<file path="config.mk">
export PLATFORM = sky130hd
export DESIGN_NAME = ram_2d_loader_flat
export DESIGN_NICKNAME = d
export VERILOG_FILES = /design/src/rtl/ram_2d_loader_pkg.sv /design/src/rtl/ram_2d_loader_if.sv /design/src/rtl/ram_2d_loader_wrap_counter.sv /design/src/rtl/ram_2d_loader.sv /design/src/flat_wrapper.sv
export SDC_FILE = /design/constraint.sdc
export NUM_CORES = 1
export LEC_CHECK = 0
export BUFFER_PORTS_ARGS = -buffer_cell sky130_fd_sc_hd__buf_4
export CAP_MARGIN = 0
export CORE_MARGIN = 1
export CORE_UTILIZATION = 49
export CTS_BUF_LIST = sky130_fd_sc_hd__clkbuf_8
export DETAILED_ROUTE_END_ITERATION = 10
export HOLD_SLACK_MARGIN = 0.03
export PLACE_DENSITY = 0.75
export SYNTH_ARGS = -nofsm -noshare
export SYNTH_HDL_FRONTEND = slang
export SYNTH_SLANG_ARGS = --single-unit
</file>
<file path="constraint.sdc">
create_clock -name clk -period 1.7 [get_ports clk]
set_input_delay 0.51 -clock clk [delete_from_list [all_inputs] [get_ports clk]]
set_output_delay 0.51 -clock clk [all_outputs]
set_load 0.02 [all_outputs]
</file>
<file path="src/rtl/ram_2d_loader_pkg.sv">
// Shared types and default geometry for the 2-D RAM frame loader.
package ram_2d_pkg;

  localparam int DATA_WIDTH_DEF   = 8;
  localparam int ADDR_WIDTH_W_DEF = 5;
  localparam int ADDR_WIDTH_H_DEF = 5;
  localparam int COLS_DEF         = 5;
  localparam int ROWS_DEF         = 5;

  typedef enum logic [1:0] {
    IDLE = 2'd0,
    FILL = 2'd1,
    DONE = 2'd2
  } state_e;

endpackage

</file>
<file path="src/rtl/ram_2d_loader_if.sv">
// Stream-in / RAM-write-out bundle of the frame loader.
interface ram_2d_loader_if
  import ram_2d_pkg::*;
#(
  parameter int DATA_WIDTH   = DATA_WIDTH_DEF,
  parameter int ADDR_WIDTH_W = ADDR_WIDTH_W_DEF,
  parameter int ADDR_WIDTH_H = ADDR_WIDTH_H_DEF
) ();

  logic                    start;
  logic [DATA_WIDTH-1:0]   in_data;
  logic                    in_valid;
  logic                    in_ready;
  logic                    we;
  logic [DATA_WIDTH-1:0]   wr_data;
  logic [ADDR_WIDTH_W-1:0] write_addr_1;
  logic [ADDR_WIDTH_H-1:0] write_addr_2;
  logic                    busy;
  logic                    frame_done;
  logic                    start_err;

  modport slave (
    input  start, in_data, in_valid,
    output in_ready, we, wr_data, write_addr_1, write_addr_2, busy, frame_done, start_err
  );

  modport master (
    output start, in_data, in_valid,
    input  in_ready, we, wr_data, write_addr_1, write_addr_2, busy, frame_done, start_err
  );

endinterface

</file>
<file path="src/rtl/ram_2d_loader_wrap_counter.sv">
// Modulo counter with synchronous clear; wrap flags the terminal count.
module wrap_counter #(
  parameter int MODULUS = 5,
  parameter int WIDTH   = 5
) (
  input  logic             clk,
  input  logic             rst,
  input  logic             clr,
  input  logic             inc,
  output logic [WIDTH-1:0] count,
  output logic             wrap
);

  logic [WIDTH-1:0] count_q;
  logic [WIDTH-1:0] count_d;

  assign wrap  = (count_q == WIDTH'(MODULUS - 1));
  assign count = count_q;

  always_comb begin
    count_d = count_q;
    if (clr) begin
      count_d = '0;
    end else if (inc) begin
      count_d = wrap ? '0 : count_q + 1'b1;
    end
  end

  always_ff @(posedge clk) begin
    if (rst) begin
      count_q <= '0;
    end else begin
      count_q <= count_d;
    end
  end

endmodule

</file>
<file path="src/rtl/ram_2d_loader.sv">
// Loads one ROWS x COLS frame from a valid/ready stream into a 2-D addressed RAM,
// raster order, with a one-cycle registered write port.
module ram_2d_loader
  import ram_2d_pkg::*;
#(
  parameter int DATA_WIDTH   = DATA_WIDTH_DEF,
  parameter int ADDR_WIDTH_W = ADDR_WIDTH_W_DEF,
  parameter int ADDR_WIDTH_H = ADDR_WIDTH_H_DEF,
  parameter int COLS         = COLS_DEF,
  parameter int ROWS         = ROWS_DEF
) (
  input  logic             clk,
  input  logic             rst,
  ram_2d_loader_if.slave   bus
);

  state_e                  state_q, state_d;
  logic [ADDR_WIDTH_W-1:0] col;
  logic [ADDR_WIDTH_H-1:0] row;
  logic                    col_wrap, row_wrap;
  logic                    xfer, clr;
  logic                    we_q;
  logic [DATA_WIDTH-1:0]   wr_data_q;
  logic [ADDR_WIDTH_W-1:0] addr_1_q;
  logic [ADDR_WIDTH_H-1:0] addr_2_q;
  logic                    start_err_q;

  // Ready is masked during rst so a same-cycle transfer can never be accepted.
  assign bus.in_ready = (state_q == FILL) && !rst;
  assign xfer         = bus.in_valid && bus.in_ready;
  assign clr          = (state_q == IDLE) && bus.start;

  wrap_counter #(.MODULUS(COLS), .WIDTH(ADDR_WIDTH_W)) u_col (
    .clk   (clk),
    .rst   (rst),
    .clr   (clr),
    .inc   (xfer),
    .count (col),
    .wrap  (col_wrap)
  );

  wrap_counter #(.MODULUS(ROWS), .WIDTH(ADDR_WIDTH_H)) u_row (
    .clk   (clk),
    .rst   (rst),
    .clr   (clr),
    .inc   (xfer && col_wrap),
    .count (row),
    .wrap  (row_wrap)
  );

  always_ff @(posedge clk) begin
    if (rst) begin
      state_q <= IDLE;
    end else begin
      state_q <= state_d;
    end
  end

  always_comb begin
    state_d = state_q;
    unique case (state_q)
      IDLE:    if (bus.start) state_d = FILL;
      FILL:    if (xfer && col_wrap && row_wrap) state_d = DONE;
      DONE:    state_d = IDLE;
      default: state_d = IDLE;
    endcase
  end

  always_ff @(posedge clk) begin
    if (rst) begin
      we_q        <= 1'b0;
      wr_data_q   <= '0;
      addr_1_q    <= '0;
      addr_2_q    <= '0;
      start_err_q <= 1'b0;
    end else begin
      we_q <= xfer;
      if (xfer) begin
        wr_data_q <= bus.in_data;
        addr_1_q  <= col;
        addr_2_q  <= row;
      end
      if (bus.start && (state_q == FILL)) begin
        start_err_q <= 1'b1;
      end
    end
  end

  assign bus.we           = we_q;
  assign bus.wr_data      = wr_data_q;
  assign bus.write_addr_1 = addr_1_q;
  assign bus.write_addr_2 = addr_2_q;
  assign bus.busy         = (state_q == FILL);
  assign bus.frame_done   = (state_q == DONE);
  assign bus.start_err    = start_err_q;

endmodule

</file>
<file path="src/flat_wrapper.sv">
// flat-port wrapper written by rule: the top's interface ports become plain ports
module ram_2d_loader_flat import ram_2d_pkg::*;
#(
  parameter int DATA_WIDTH   = DATA_WIDTH_DEF,
  parameter int ADDR_WIDTH_W = ADDR_WIDTH_W_DEF,
  parameter int ADDR_WIDTH_H = ADDR_WIDTH_H_DEF,
  parameter int COLS         = COLS_DEF,
  parameter int ROWS         = ROWS_DEF
)
  (clk, rst, bus_start, bus_in_data, bus_in_valid, bus_in_ready, bus_we, bus_wr_data, bus_write_addr_1, bus_write_addr_2, bus_busy, bus_frame_done, bus_start_err);
  ram_2d_loader_if #(.DATA_WIDTH(DATA_WIDTH), .ADDR_WIDTH_W(ADDR_WIDTH_W), .ADDR_WIDTH_H(ADDR_WIDTH_H)) bus_i ();
  input  logic clk;
  input  logic rst;
  input wire logic [$bits(bus_i.start)-1:0] bus_start;
  input wire logic [$bits(bus_i.in_data)-1:0] bus_in_data;
  input wire logic [$bits(bus_i.in_valid)-1:0] bus_in_valid;
  output wire logic [$bits(bus_i.in_ready)-1:0] bus_in_ready;
  output wire logic [$bits(bus_i.we)-1:0] bus_we;
  output wire logic [$bits(bus_i.wr_data)-1:0] bus_wr_data;
  output wire logic [$bits(bus_i.write_addr_1)-1:0] bus_write_addr_1;
  output wire logic [$bits(bus_i.write_addr_2)-1:0] bus_write_addr_2;
  output wire logic [$bits(bus_i.busy)-1:0] bus_busy;
  output wire logic [$bits(bus_i.frame_done)-1:0] bus_frame_done;
  output wire logic [$bits(bus_i.start_err)-1:0] bus_start_err;
  assign bus_i.start = bus_start;
  assign bus_i.in_data = bus_in_data;
  assign bus_i.in_valid = bus_in_valid;
  assign bus_in_ready = bus_i.in_ready;
  assign bus_we = bus_i.we;
  assign bus_wr_data = bus_i.wr_data;
  assign bus_write_addr_1 = bus_i.write_addr_1;
  assign bus_write_addr_2 = bus_i.write_addr_2;
  assign bus_busy = bus_i.busy;
  assign bus_frame_done = bus_i.frame_done;
  assign bus_start_err = bus_i.start_err;
  ram_2d_loader #(.DATA_WIDTH(DATA_WIDTH), .ADDR_WIDTH_W(ADDR_WIDTH_W), .ADDR_WIDTH_H(ADDR_WIDTH_H), .COLS(COLS), .ROWS(ROWS)) u_core (.clk(clk), .rst(rst), .bus(bus_i));
endmodule
</file>
==> run_results.csv <==
group,metric,value,unit
status,status,"completed",
floorplan,core-area,2540,sq um
layout,fin_cells,224,
logic_synthesis,syn_area,1360,sq um
power,fin_total_pwr,1.69,mW
logic_synthesis,synth_area_per_cell,8.91,sq um
logic_synthesis,synthTopCellsByCount,"dfxtp_1, nand2_1, nand3b_1, a21oi_1, inv_1",
routing,drt_iter0_markers,26,
clocking,cts_buffer_depth,2,
logic_synthesis,syn-num-nets,169,
setup_path,critical_path_class,"flop to flop",
placed_design,place_area,1670,sq um
floorplan,die_area,3000,sq um
routing,dr.pass1.iters,4,
timing,rsz0062_at_grt,"no",
power,ir_drop,0.815,mV
routing,via_per_inst,5.45,
setup_path,max_stage_delay,0.49,ns
grt,antenna_found_initial,0,
logic_synthesis,ys_warn_count,0,
setup_path,crit_chain,"inv_1, ha_2, nand4bb_4, or4_1, a211oi_1",
placed_design,place.port_buffers,34,
timing,whs,0.404,ns
routing,wl_per_cell,13.4,um
layout,num-fill-cells,191,
clocking,cts_sinks,32,
timing,worst_pin_slew,0.387,ns
floorplan,dieWidth,54.8,um
layout,antennaDiodeCount,0,
clocking,clk_pin_slew_worst_paths,0.07,ns
timing,finalSetupTns,0,ns
logic_synthesis,synth_area_leaders,"dfxtp_1, nand3b_1, nand2_1",
logic_synthesis,synthCells,153,
placed_design,dp_hpwl,2090,um
grt,grtUsageTotal,21.6,%
grt,grt_pass1_vias,1053,
clocking,worstSkewPairLatency,0.28,ns
logic_synthesis,ys_seq_area_share,47.0,%
routing,route.detailed.drc,0,
routing,num_vias,1221,
floorplan,io_pins,35,
timing,fmax,612,MHz
setup_path,worst_ep_required_time,1.90,ns
setup_path,cp_slowest_cell,"or4_1",
power,cellLeakagePower,0.770,nW
floorplan,fp.dieH,54.8,um
routing,postRouteAntennaNets,0,
logic_synthesis,post-synth-top-count-cell,"dfxtp_1",
floorplan,start_util,53.6,%
logic_synthesis,ys_seq_elements,32,
timing,worst_slack,0.0649,ns
power,powerDensity,930,nW/um^2
clocking,clock-root-buffer,"clkbuf_8",
timing,timing.final.crit_share,96.2,%
timing,slew_violations,0,
setup_path,worstPathArrival,1.83,ns
timing,setup_violations,0,
logic_synthesis,synth_cell_types,28,
placed_design,gp_congestion,0.772,
clocking,cts_buffers,5,
routing,wl,3000,um
setup_path,crit_fanout,6,
layout,drive_gt1_share,30.4,%
logic_synthesis,async_reset_ff_share,0,%
clocking,cts_setup_buffers,0,
logic_synthesis,synth_top_area_share,47.0,%
setup_path,cp-start-kind,"flop",
grt,grt_max_degree,23,
logic_synthesis,synth_edf_count,0,
layout,final_core_util,71.3,%
timing,fin_worst_skew,0.00648,ns
setup_path,end_kind,"flop",
flow_run,drv_cap,0,
grt,grt_pass1_wl,4440,um
timing,final.min_clock_period,1.64,ns
grt,grt_overflow,0,
timing,max-slew-margin-rel,73.9,%
clocking,h-tree-depth,2,
layout,finalNetCount,209,
clocking,cts_tree,"done",
floorplan,num_rows,18,
min_path,worstHoldPathType,"input pin to flop",
layout,syn_to_final_growth,33.1,%
logic_synthesis,synth_area_leader_cell,"dfxtp_1",
logic_synthesis,synthFlopType,"dfxtp_1",
placed_design,dp.cells,216,
placed_design,pre_cts_ws,-0.100,ns
layout,postLayoutCellArea,1820,sq um
timing,report.final.hold_viol_count,0,
==> path summary, 6_finish.rpt <==
| kind | start | endpoint | slack, ns | depth (start not counted) |
|---|---|---|---|---|
| setup / recovery | u_core.u_col.count[0] | u_core.u_row.count[4] | 0.06 | 5 |
| hold reg to reg | u_core.bus.write_addr_1[2] | u_core.bus.write_addr_1[2] | 0.46 | 2 |
| hold / removal | bus_in_data[6] | u_core.bus.wr_data[6] | 0.40 | 3 |
| setup reg to reg | u_core.u_col.count[0] | u_core.u_row.count[4] | 0.06 | 5 |
==> cells in the final DEF, fill, tap and decap left out, types with 2 or more instances in the layout <==
master and instances:
o31ai_1 3, nor2_1 3, nor2b_1 2, inv_1 8, ha_1 3, a211oi_1 3
o21ai_0 7, nand4bb_1 2, buf_4 44, nand3b_1 18, nand4_1 3, nand3_1 4
and2_1 2, a31o_2 2, nand2_1 30, or4_1 3, dfxtp_1 31, clkbuf_8 7
a21oi_1 8
==> metal layers <==
metal	wire [um]	vias up	GRT usage, %
met2	1330	44	34.5
met4	32	0	6.84
met3	222	2	9.44
met5	0	-	0
met1	1410	570	25.7
li1	-	605	-
==> state kept, by name, indices dropped and copies added (netlist names) <==
signal,flops
u_core.bus.start_err,1
u_core.bus.we,1
u_core.bus.wr_data,8
u_core.bus.write_addr_1,5
u_core.u_row.count,5
u_core.u_col.count,5
u_core.state_q,2
u_core.bus.write_addr_2,5
==> power breakdown <==
group	internal, mW	switching (mW)
clock	0.517	0.280
combinational	0.0586	0.0616
sequential	0.764	0.00823
==> cell type report <==
type	instances	area (sq um)	area share [%]
well taps	30	37.5	2.07
repair buffers	44	330	18.2
clock inverters	1	30.0	1.65
multi-input cells	102	649	35.8
clock buffers	7	96.3	5.31
flip-flops and latches	32	642	35.4
inverters	8	30.0	1.65
==> what timing repair did <==
item                       in CTS  in global routing
pin swaps                       0                  0
hold buffers                    0                  0
setup endpoints to repair       1                  4
gates resized for setup         1                  4
==> logic make-up after synthesis <==
logic type | share of synthesized area (%)
fa+ha+maj | 3.67
simple gates | 31.0
compound gates | 11.7
flops | 47.0
buf+inv | 6.61
==> critical path: cells and delay by family, from the launching register on <==
kind | cells | cell delay (ns)
buf+inv | 1 | 0.10
compound gates | 1 | 0.25
flops | 1 | 0.35
fa+ha+maj | 1 | 0.22
simple gates | 2 | 0.64
Note: power is estimated with default switching activity, not from simulation.
